==> src/rtl/send_arb_pkg.sv <==
// Shared constants and types for the outbound SEND arbiter and its round-robin picker.
package send_arb_pkg;

    localparam int NPU_DEF = 4;
    localparam int DW_DEF  = 16;
    localparam int AW_DEF  = 8;
    localparam int PW_DEF  = 4;
    localparam int IW      = 2;

    typedef enum logic [1:0] {
        IDLE,
        READ,
        XMIT,
        DONE
    } state_t;

    function automatic logic [NPU_DEF-1:0] pu_onehot(input logic [IW-1:0] idx);
        return NPU_DEF'(1) << idx;
    endfunction

endpackage

==> src/rtl/send_arb_rr_pick.sv <==
// Combinational round-robin picker: first requester found scanning upward from ptr.
module rr_pick
    import send_arb_pkg::*;
(
    input  logic [NPU_DEF-1:0] req,
    input  logic [IW-1:0]      ptr,
    output logic               gnt_valid,
    output logic [IW-1:0]      gnt_idx
);

    // Scan from the far end down so the candidate closest to ptr is written last and wins.
    always_comb begin
        gnt_valid = 1'b0;
        gnt_idx   = ptr;
        for (int k = NPU_DEF - 1; k >= 0; k--) begin
            if (req[ptr + IW'(k)]) begin
                gnt_valid = 1'b1;
                gnt_idx   = ptr + IW'(k);
            end
        end
    end

endmodule

==> src/rtl/send_arb.sv <==
// Arbitrates PU SEND requests onto one outbound link: reads each word from the
// winner's data memory and streams it out with port/source/last sideband.
//
// state | meaning
// IDLE  | waiting for any req; picks a winner round-robin and latches its request
// READ  | one-cycle data-memory read of the current word
// XMIT  | word held on the link until tx_ready
// DONE  | one-cycle done pulse to the winner, advance round-robin pointer
module send_arb
    import send_arb_pkg::*;
#(
    parameter int NPU = NPU_DEF,
    parameter int DW  = DW_DEF,
    parameter int AW  = AW_DEF,
    parameter int PW  = PW_DEF
)(
    input  logic              clk,
    input  logic              rst,
    input  logic [NPU-1:0]    req,
    input  logic [NPU*AW-1:0] req_addr,
    input  logic [NPU*AW-1:0] req_size,
    input  logic [NPU*PW-1:0] req_port,
    output logic [NPU-1:0]    busy,
    output logic [NPU-1:0]    done,
    output logic              dm_re,
    output logic [IW-1:0]     dm_sel,
    output logic [AW-1:0]     dm_addr,
    input  logic [DW-1:0]     dm_rdata,
    output logic              tx_valid,
    output logic [DW-1:0]     tx_data,
    output logic [PW-1:0]     tx_port,
    output logic [IW-1:0]     tx_src,
    output logic              tx_last,
    input  logic              tx_ready
);

    state_t          state;
    logic [IW-1:0]   ptr;
    logic [IW-1:0]   winner;
    logic [AW-1:0]   remaining;
    logic [AW-1:0]   cur_addr;

    logic            gnt_valid;
    logic [IW-1:0]   gnt_idx;
    logic [AW-1:0]   g_addr;
    logic [AW-1:0]   g_size;
    logic [PW-1:0]   g_port;

    rr_pick u_rr_pick (
        .req       (req),
        .ptr       (ptr),
        .gnt_valid (gnt_valid),
        .gnt_idx   (gnt_idx)
    );

    assign g_addr = req_addr[int'(gnt_idx)*AW +: AW];
    assign g_size = req_size[int'(gnt_idx)*AW +: AW];
    assign g_port = req_port[int'(gnt_idx)*PW +: PW];

    assign busy = req & ~done;

    // req is only looked at in IDLE, so the PU retiring in DONE cannot be re-granted on a stale level.
    always_ff @(posedge clk or posedge rst) begin
        if (rst) begin
            state     <= IDLE;
            ptr       <= '0;
            winner    <= '0;
            remaining <= '0;
            cur_addr  <= '0;
            dm_re     <= 1'b0;
            dm_sel    <= '0;
            dm_addr   <= '0;
            tx_valid  <= 1'b0;
            tx_data   <= '0;
            tx_port   <= '0;
            tx_src    <= '0;
            tx_last   <= 1'b0;
            done      <= '0;
        end else begin
            case (state)
                IDLE: begin
                    if (gnt_valid) begin
                        winner    <= gnt_idx;
                        cur_addr  <= g_addr;
                        remaining <= g_size;
                        tx_port   <= g_port;
                        tx_src    <= gnt_idx;
                        if (g_size == '0) begin
                            done  <= pu_onehot(gnt_idx);
                            state <= DONE;
                        end else begin
                            dm_re   <= 1'b1;
                            dm_sel  <= gnt_idx;
                            dm_addr <= g_addr;
                            state   <= READ;
                        end
                    end
                end
                READ: begin
                    dm_re    <= 1'b0;
                    tx_valid <= 1'b1;
                    tx_data  <= dm_rdata;
                    tx_last  <= (remaining == AW'(1));
                    state    <= XMIT;
                end
                XMIT: begin
                    if (tx_ready) begin
                        tx_valid <= 1'b0;
                        tx_last  <= 1'b0;
                        if (remaining == AW'(1)) begin
                            done  <= pu_onehot(winner);
                            state <= DONE;
                        end else begin
                            remaining <= remaining - AW'(1);
                            cur_addr  <= cur_addr + AW'(1);
                            dm_re     <= 1'b1;
                            dm_sel    <= winner;
                            dm_addr   <= cur_addr + AW'(1);
                            state     <= READ;
                        end
                    end
                end
                DONE: begin
                    done  <= '0;
                    ptr   <= winner + IW'(1);
                    state <= IDLE;
                end
                default: state <= IDLE;
            endcase
        end
    end

endmodule

==> config.mk <==
export PLATFORM = sky130hd
export DESIGN_NAME = send_arb
export DESIGN_NICKNAME = d
export VERILOG_FILES = /design/src/rtl/send_arb_pkg.sv /design/src/rtl/send_arb_rr_pick.sv /design/src/rtl/send_arb.sv
export SDC_FILE = /design/constraint.sdc
export NUM_CORES = 1
export LEC_CHECK = 0
export ABC_AREA = 1
export BUFFER_PORTS_ARGS = -buffer_cell sky130_fd_sc_hd__buf_2
export CORE_AREA = 2 2 81 98
export DETAILED_ROUTE_END_ITERATION = 10
export DIE_AREA = 0 0 83 100
export GPL_TIMING_DRIVEN = 0
export PLACE_DENSITY = 0.84
export REMOVE_ABC_BUFFERS = 1
export SYNTH_ARGS = -nofsm -noshare
export SYNTH_HDL_FRONTEND = slang
export SYNTH_SLANG_ARGS = --single-unit
==> constraint.sdc <==
create_clock -name clk -period 3.5 [get_ports clk]
set_input_delay 0.35 -clock clk [delete_from_list [all_inputs] [get_ports clk]]
set_output_delay 0.35 -clock clk [all_outputs]
set_load 0.02 [all_outputs]
; ---- Word level (Yosys, flattened, before mapping)
; Cells that the tools add are included.
[totals]
reg_bits = 59
input_bits = 103
output_inout_bits = 43
word_cells = 103
[op_classes]
n_addsub = 6
order_cmp = 4
n_eq_ne = 10
shift = 5
muxes = 50
bitwise_logic = 2
n_reduce_logical = 13
[op_table]
columns = cell, n
row1 = 8-bit 2-to-1 mux, 8
row2 = 32-bit by 6-bit variable part select with 8-bit output, 2
row3 = 8-bit one-hot mux with 2 select lines, 3
row4 = 2-bit 2-to-1 mux, 12
row5 = 4-bit 2-to-1 mux, 4
row6 = 16-bit by 5-bit variable part select with 4-bit output, 1
row7 = 5-bit AND reduction, 3
row8 = 1-bit 2-to-1 mux, 13
row9 = "2-bit by 3-bit less-than comparator with 1-bit output, second input constant", 4
row10 = "2-bit != test, second input constant", 6
row11 = 4-bit one-hot mux with 3 select lines, 1
row12 = "8-bit by 1-bit adder with 8-bit output, second input constant", 1
row13 = 1-bit binary-select mux with 2-bit select, 4
row14 = "8-bit by 1-bit equality test with 1-bit output, second input constant", 1
row15 = 8-bit logical NOT, 1
row16 = 2-bit one-hot mux with 4 select lines, 1
row17 = "1-bit by 2-bit left shift with 4-bit output, first input constant", 2
row18 = "8-bit by 1-bit subtractor with 8-bit output, second input constant", 1
row19 = 2-bit AND reduction, 3
row20 = 3-bit nonzero test, 2
row21 = "2-bit by 1-bit adder with 2-bit output, second input constant", 2
row22 = "2-bit adder, second input constant", 2
row23 = 4-bit AND, 1
row24 = "2-bit equality test, second input constant", 2
row25 = other kinds (8), 10

; ---- Longest topological paths before layout
; Gate-level depths: netlist (run 1).
[logic_depth]
depth_word = 12
depth_mapped = 22

; ---- Modules after synthesis
; Synthesis (run 1) repeated with hierarchy kept, for this count alone.
[hier_totals]
hier_cells = 545
hier_area_um2 = 3639.7
[by_module_without_submodules]
columns = module, instances, cells_each, area_each_um2
row1 = send_arb, 1, 492, 3405.8
row2 = rr_pick, 1, 53, 234.0

; ---- Worst setup path before layout (run 1)
; OpenSTA, ideal clock, no wires.
[synth_timing]
path_kind = reg2reg
startpoint = register ptr[0]
endpoint = register done[0]
t_arrival_ns = 2.064
required_ns = 3.383
path_slack_ns = 1.319
path_stages_with_launch = 23
n_path_buf = 2
path_cell_list = dfrtp_1 > buf_6 > inv_8 > nand2_1 > nand2_1 > nand2_2 > nand2_2 > inv_2 > nand2_4 > nand3_4 > nand2_4 > nand2_4 > buf_6 > nand2_1 > nand3_1 > nand2_1 > nand2_1 > nor2_4 > nand2_1 > nand2_2 > nand2_1 > nand2_1 > nand2_1
[synth_via]
elab_chain_cells = 11
word_cells_on_any_way = 28
classes_between = add/sub: 3 / eq/ne: 2 / shift: 2 / mux: 19 / reduce/logical: 2
[synth_rtl]
columns = item, line_no
row1 = start: declaration, send_arb.sv:38  ; logic [IW-1:0] ptr;
row2 = start signal: assignment, send_arb.sv:125  ; ptr <= winner + IW'(1);
row3 = 2-bit adder, "send_arb_rr_pick.sv:16, send_arb_rr_pick.sv:18"
row4 = 1-bit binary-select mux with 2-bit select, send_arb_rr_pick.sv:16  ; if (req[ptr + IW'(k)]) begin
row5 = 1-bit 2-to-1 mux (not written as such), send_arb_rr_pick.sv:16
row6 = 2-bit 2-to-1 mux (4 in series), send_arb_rr_pick.sv:16
row7 = 32-bit by 6-bit variable part select with 8-bit output / 1-bit by 2-bit left shift with 4-bit output (equally long branches), "send_arb.sv:57, send_arb_pkg.sv:18"
row8 = 8-bit logical NOT / 4-bit 2-to-1 mux (equally long branches), send_arb.sv:88  ; if (g_size == '0) begin
row9 = 2-bit != test (no source line) / 4-bit 2-to-1 mux (equally long branches), --
row10 = 5-bit AND reduction (no source line) / 4-bit one-hot mux with 3 select lines (equally long branches), --
row11 = end signal: assignment, send_arb.sv:89  ; done <= pu_onehot(gnt_idx);
row12 = end signal: assignment, send_arb.sv:111  ; done <= pu_onehot(winner);
row13 = end: declaration, send_arb.sv:24  ; output logic [NPU-1:0] done,
; Parallel ways exist; a longest one is shown, timed or not. The select of a mux whose other input is x is not followed.
; A chain may end at the register's enable or synchronous reset.

; ---- Final worst setup path (run 1)
[layout_timing]
startpoint = register ptr[0]
endpoint = register dm_addr[3]
[layout_via]
elab_chain_cells = 11
word_cells_on_any_way = 28
classes_between = add/sub: 3 / eq/ne: 2 / shift: 2 / mux: 19 / reduce/logical: 2
[layout_rtl]
columns = item, line_no
row1 = 2-bit adder, "send_arb_rr_pick.sv:16, send_arb_rr_pick.sv:18"
row2 = 1-bit binary-select mux with 2-bit select, send_arb_rr_pick.sv:16
row3 = 1-bit 2-to-1 mux (not written as such), send_arb_rr_pick.sv:16
row4 = 2-bit 2-to-1 mux (4 in series), send_arb_rr_pick.sv:16
row5 = "32-bit by 6-bit variable part select with 8-bit output, on equally long branches", "send_arb.sv:57, send_arb.sv:56"
row6 = 8-bit logical NOT / 8-bit 2-to-1 mux (equally long branches), send_arb.sv:88
row7 = 2-bit != test (no source line) / 8-bit 2-to-1 mux (equally long branches), --
row8 = 5-bit AND reduction (no source line) / 8-bit one-hot mux with 2 select lines (equally long branches), --
row9 = end signal: assignment, send_arb.sv:94  ; dm_addr <= g_addr;
row10 = end signal: assignment, send_arb.sv:118  ; dm_addr <= cur_addr + AW'(1);
row11 = end: declaration, send_arb.sv:27  ; output logic [AW-1:0] dm_addr,
; Parallel ways exist; a longest one is shown, timed or not. The select of a mux whose other input is x is not followed.

==> results_dict.tcl, run 1 <==
set metrics [dict create \
    status "finished, final reports clean" \
    cts.htree.levels 3 \
    final_util_pct 62.47 \
    area_growth_syn_to_layout_pct 23.44 \
    cts_num_sinks 59 \
    slowest_stage "dfrtp_1" \
    post_drt_wl_per_cell_um 12.59 \
    synth_edf_count 0 \
    ios 146 \
    grt_pass1_wl_mm 16.59 \
    regArea_mm2 0.001476 \
    synthFlopType "dfrtp_1" \
    endpoint_kind "flop" \
    dr_total_vias 4001 \
    n_antenna_cell 0 \
    grt_start_max_net_pins 44 \
    cts_root_buf "clkbuf_8" \
    grt_setup_unrepaired "no" \
    ant_nets 0 \
    initial_core_util_pct 50.61 \
    firstDrtPassIters 4 \
    top_usage_layer "met2" \
    period_minus_slack_ns 3.163 \
    use_met1_pct 29.63 \
    path_cells "inv_8 > nand2_1 > nand2_1 > nand2_2 > nand2_2 > inv_2 > nand3_1 > nand3_1 > nand2_2 > inv_2 > nand3_1 > nand2_1 > nand2_1 > nor2_2 > nand3_4 > nand2_4 > nand2_2 > nand2_1" \
    yosysWarnings 0 \
    cp_top_family "simple AND/OR/NAND/NOR gates" \
    drc 0 \
    antenna_found_initial 0 \
    avgSynthCellArea_um2 6.878 \
    drt-initial-drc-count 207 \
    overflow 0 \
    drive_gt1_share_pct 28.53 \
    critPathMostFrequentCell "nand2_1" \
    clockBufferDepth 2 \
    cp.required_ns 3.78 \
    slew_headroom_pct 54.43 \
    clk_pin_slew_ns 0.07 \
    drv_cap 0 \
    rows 35 \
    multiInputGateArea_mm2 0.002016 \
    layout.nets 789 \
    dp_slack_ns -0.1946 \
    report.final.slew_viol_count 0 \
    clkLatencyLatePin_ns 0.34 \
    critPathKind "flop to flop" \
    grtUsageTotal_pct 24.14 \
    postSynth.asyncResetShare_pct 100.0 \
    grt_pass1_vias 3825 \
    die_h_um 100 \
    synth_cell_types 34 \
    netlist_area_mm2 0.003790 \
    setup_viol 0 \
    worstSetupStartpointType "flop" \
    post-cts-setup-buffers 0 \
    synthCells 551 \
    portBuffers 145 \
    leakagePower_nw 2.636 \
    met3_usage_pct 4.688 \
    gp_congestion 0.8508 \
    critPathMaxFanout 23 \
    dieWidth_um 83 \
    p_per_area_mw_per_mm2 1163 \
    tightest_slew_ns 0.6828 \
    cts_buffers 9 \
    hold_class "primary input to asynchronous set/reset pin" \
    globalRouteMet2Util_pct 43.42 \
    num-fill-cells 687 \
    fin_crit_sh_pct 90.37 \
    wirelength_mm 9.805 \
    synth-seq-cells 59 \
    cp.arrival_ns 3.44 \
    cts_tree "done" \
    fin_skew_ns 0.009781 \
    hpwl_mm 7.251 \
    vdd_drop_max_mv 0.6883 \
    critPathBufInv 3 \
    slowest_delay_ns 0.63 \
    max_freq_ghz 0.3162 \
    via_per_inst 5.136 \
    die_area_mm2 0.008300 \
    yosysSeqAreaShare_pct 38.96 \
    core-area_mm2 0.007488 \
    timing.final.ws_setup_ns 0.3372 \
    finalHoldViolations 0 \
]
-- area by class of cell --
type / count / area share, %
clock inverters: 3 / 0.8558
clock buffers: 12 / 2.888
multi-input cells: 429 / 43.09
repair buffers: 146 / 15.94
flip-flops and latches: 59 / 31.56
well taps: 92 / 2.461
inverters: 38 / 3.209
-- metal layers --
layer	part of all wire [%]	wire length [um]
met5	0	0
met4	1.3	123
met3	5.3	523
met2	52	5090
met1	41	4068
-- cells in the final DEF (no fill, tap or decap), types with 3 or more instances in the layout --
master / instances
nand2_1: 228
buf_2: 145
nand3_1: 93
dfrtp_1: 59
inv_1: 28
nor2_1: 22
o21ai_0: 19
nand2_2: 17
a21oi_1: 9
clkbuf_8: 9
inv_2: 8
xor2_1: 7
o22ai_1: 6
o21ai_1: 5
nand2_4: 4
ha_1: 3
clkbuf_1: 3
-- path summary, 6_finish.rpt --
check	cells past startpoint	start	slack, ns	to
max reg2reg	18	ptr[0]$_DFFE_PP0N_	0.34	dm_addr[3]$_DFFE_PP0P_
max	18	ptr[0]$_DFFE_PP0N_	0.34	dm_addr[3]$_DFFE_PP0P_
min in group clk	3	dm_rdata[14]	0.20	tx_data[14]$_DFFE_PP0P_
min reg2reg	2	dm_re$_DFFE_PP0P_	0.47	dm_re$_DFFE_PP0P_
min	2	rst	0.09	tx_data[2]$_DFFE_PP0P_
max in group asynchronous	3	rst	2.81	cur_addr[5]$_DFFE_PP0P_
-- sequential cells by signal, indices dropped and copies added (netlist names) --
register / count
tx_data: 16
cur_addr: 8
dm_addr: 8
remaining: 8
done: 4
tx_port: 4
dm_sel: 2
ptr: 2
state: 2
winner: 2
dm_re: 1
tx_last: 1
tx_valid: 1
-- stage by stage --
stage	cell area, um^2	setup TNS, ns	power [mW]	hold WS [ns]	instances
detailed placement	4496	-2.744	4.858	0.4553	764
CTS	4673	0	5.459	0.1038	779
global route	4678	0	6.007	0.1446	779
global placement	4476	-1.824	4.707	0.4526	763
floorplan	3635	0	3.919	0.4596	526
finish	4678	0	5.442	0.09337	779
-- cells by family after synthesis --
family	count (synthesis)	share of synthesized area, %
buf+inv	63	8.055
compound gates	42	5.943
xor+xnor	8	1.849
simple gates	376	44.21
flops	59	38.96
fa+ha+maj	3	0.9905
-- power by group --
group	leakage [nW]	total, mW	internal (mW)	switching (mW)
clock network	0.0902	0.578	0.323	0.255
registers	0.726	1.27	1.04	0.231
logic	1.82	3.60	1.14	2.46
total	2.64	5.44	2.50	2.95
-- synth_stat cells (4+ instances only) --
| library cell | number | area share [%] |
|---|---|---|
| nand2_1 | 228 | 23 |
| nand3_1 | 93 | 12 |
| dfrtp_1 | 59 | 39 |
| inv_1 | 29 | 2.9 |
| nor2_1 | 23 | 2.3 |
| o21ai_0 | 19 | 2.5 |
| nand2_2 | 17 | 2.8 |
| a21oi_1 | 9 | 1.2 |
| buf_2 | 9 | 1.2 |
| clkbuf_1 | 8 | 0.79 |
| inv_2 | 7 | 0.69 |
| xor2_1 | 7 | 1.6 |
| o22ai_1 | 6 | 0.99 |
| o21ai_1 | 5 | 0.66 |
| buf_6 | 4 | 1.2 |
| nand2_4 | 4 | 1.2 |
-- timing repair --
item,CTS,global route
gates cloned,0,0
hold endpoints to repair,0,0
pin swaps,0,0
resized for setup,1,1
endpoints found under the setup margin,25,8
hold buffers,0,0
Note: power is estimated with default switching activity, not from simulation.
==> run 2: changes to the inputs <==
Settings changed: ABC_AREA 1 to 0, CORE_AREA 2 2 81 98 to 2 2 82 100, DIE_AREA 0 0 83 100 to 0 0 84 102, PLACE_DENSITY 0.84 to 0.85.
==> run 2 against run 1 <==
Compared with the run above:
- non-clock buffer count unchanged
- register-to-register slack got worse by 0.099 ns
- critical path depth shrank 11
- combinational power is 26% lower
- area after synthesis up 7.2%
- synthesized cell count down 19%
- utilization increased by 2.7 points
- maximum frequency fell by 3.0%
==> results_dict.tcl, run 2 <==
set metrics [dict create \
    largest-register "tx_data" \
    yosysTopAreaCellShare_pct 36.33 \
    dpl-instance-area_mm2 0.004736 \
    layout.nets 684 \
    cts_tree "done" \
    design_area_mm2 0.004935 \
    switching_share_pct 48.15 \
    clk_pin_slew_ns 0.06 \
    avgSynthCellArea_um2 9.071 \
    synthFlopType "dfrtp_1" \
    final_cell_mix "145 x buf_2, 59 x dfrtp_1, 55 x nand2_1" \
    clkLatencyLatePin_ns 0.33 \
    fin_skew_ns 0.007598 \
    die_area_mm2 0.008568 \
    drv_cap 0 \
    grt_pass1_wl_mm 17.37 \
    die_h_um 102 \
    yosys.area.top_type "dfrtp_1" \
    critPathKind "flop to flop" \
    rr_startpoint "state[1]$_DFFE_PP0P_" \
    reg2regPathDepth 7 \
    drt-initial-drc-count 255 \
    initial_core_util_pct 53.64 \
    area_growth_syn_to_layout_pct 21.43 \
    hpwl_mm 7.844 \
    finalHoldViolations 0 \
    hold_class "primary input to asynchronous set/reset pin" \
    grt_start_max_net_pins 42 \
    endpoint_kind "flop" \
    max_freq_ghz 0.3066 \
    multiInputGateArea_mm2 0.002369 \
    status "finished, final reports clean" \
    dieWidth_um 84 \
    p_clk_share_pct 11.3 \
    worstSetupStartpointType "flop" \
    critPathMaxFanout 23 \
    core-area_mm2 0.007576 \
    combinationalPowerShare_pct 58.7 \
    grtUsageTotal_pct 25.03 \
    portBuffers 145 \
    clockBufferDepth 2 \
    regArea_mm2 0.001476 \
    synthTopCellsByArea "dfrtp_1 36%, mux2i_1 6.2%, mux2_2 5.3%" \
    largest_reg_flops 16 \
    hold_buffers 0 \
    cts_root_buf "clkbuf_8" \
    post_drt_wl_per_cell_um 16.29 \
    gp_congestion 0.8902 \
    num-fill-cells 647 \
    antenna_found_initial 0 \
    period_minus_slack_ns 3.262 \
    vdd_drop_max_mv 0.6759 \
    report.final.slew_viol_count 0 \
    yosysMostFrequentCell "dfrtp_1" \
    synth-seq-cells 59 \
    setup_viol 0 \
    startpoint "state[1]$_DFFE_PP0P_" \
    post-cts-setup-buffers 0 \
    cts.htree.levels 3 \
    via_per_inst 5.959 \
    overflow 0 \
    p_per_area_mw_per_mm2 923.4 \
    wirelength_mm 11.00 \
    ant_nets 0 \
    p_sw_mw 2.194 \
    ios 146 \
    grt_pass1_vias 3813 \
    whs_ns 0.008154 \
    n_antenna_cell 0 \
    tightest_slew_ns 1.165 \
    layout_commonest_cell "buf_2" \
    cts_buffers 9 \
    p_int_mw 2.363 \
    slew_headroom_pct 21.92 \
    rows 35 \
    yosysWarnings 0 \
    leakagePower_nw 2.407 \
    fin_crit_sh_pct 93.19 \
    cp.arrival_ns 3.51 \
    postSynth.asyncResetShare_pct 100.0 \
    netlist_area_mm2 0.004064 \
    synth_cell_types 66 \
    drc 0 \
    synthCells 448 \
    seqPwrFrac_pct 30.0 \
    synth_edf_count 0 \
    grt_setup_unrepaired "no" \
    dr_total_vias 4022 \
    synth_common_cells "59 x dfrtp_1, 55 x nand2_1, 36 x a21oi_1, 26 x nor2_1, 25 x mux2i_1" \
    drive_gt1_share_pct 35.85 \
    firstDrtPassIters 5 \
    cts_num_sinks 59 \
    yosysSeqAreaShare_pct 36.33 \
    cp.required_ns 3.75 \
]
[run 2: changes by cell type in the layout (fill, tap and decap cells not counted), moves of 17 or more]
cell     delta
nand2_1   -173
nand3_1    -79
nand2_2    -17
a21oi_1    +26
mux2_2     +19
mux2i_1    +25
[run 2: per-stage QoR]
step                worst slack, ns  TNS, ns  instances  power, mW  util (%)
finish                       0.2383        0        675      4.557     65.14
CTS                         0.06502        0        675      4.529     64.91
floorplan                    0.1977        0        420      3.212         -
global route                0.05294        0        675      4.883     65.14
detailed placement          -0.8310   -10.09        658      3.981     62.51
global placement            -0.7540   -8.705        657      3.867     62.25
[run 2: logic make-up (layout without fill, tap and decap cells)]
family                   after synthesis  in the layout  share of synthesized area (%)
XOR/XNOR                               7              7                          1.509
buffers and inverters                 46            180                          6.311
multiplexers                          46             46                          12.35
AND/OR/NAND/NOR                      141            142                          17.27
AO/OA/AOI/OAI                        146            146                          25.31
flip-flops                            59             59                          36.33
adder cells (fa/ha/maj)                3              3                         0.9237
[run 2: critical path: stages (launching register included)]
cell,delay (ns)
dfrtp_1,0.85
nor2b_2,0.84
and2_1,0.27
nand2_1,0.34
or2_2,0.44
o221a_2,0.13
a21boi_0,0.13
mux2i_1,0.17
[run 2: path summary, 6_finish.rpt]
kind	endpoint	slack, ns
worst max register to register	dm_addr[5]$_DFFE_PP0P_	0.24
min in group clk	tx_data[11]$_DFFE_PP0P_	0.25
worst max-delay path	dm_addr[5]$_DFFE_PP0P_	0.24
worst min-delay path	state[1]$_DFFE_PP0P_	0.008
worst min register to register	tx_port[0]$_DFFE_PP0P_	0.49
max in group asynchronous	dm_addr[5]$_DFFE_PP0P_	2.94
[run 2: final cells by class]
type                            instances  area share, %
Clock buffer                           11          2.662
Clock inverter                          5         0.6085
Inverter                               18          1.369
Multi-Input combinational cell        344          48.00
Sequential cell                        59          29.92
Tap cell                               92          2.333
Timing Repair Buffer                  146          15.11
[run 2: power groups by stage]
stage	sequential (mW)	clock, mW	combinational [mW]
after floorplan	1.57	0	1.64
after global placement	1.34	0	2.53
after detailed placement	1.36	0	2.62
after CTS	1.36	0.527	2.65
after global routing	1.41	0.561	2.91
final	1.37	0.516	2.67
[run 2: routing by layer]
metal  share of wire (%)  GRT usage [%]
met5                   0              0
met4                 2.9          12.90
met2                  48          41.35
met1                  40          30.74
met3                 8.7          6.139
[run 2: repair_timing]
item,CTS,global route
gates cloned,1,0
gates resized for setup,3,2
endpoints found under the setup margin,16,4
pin swaps,1,0
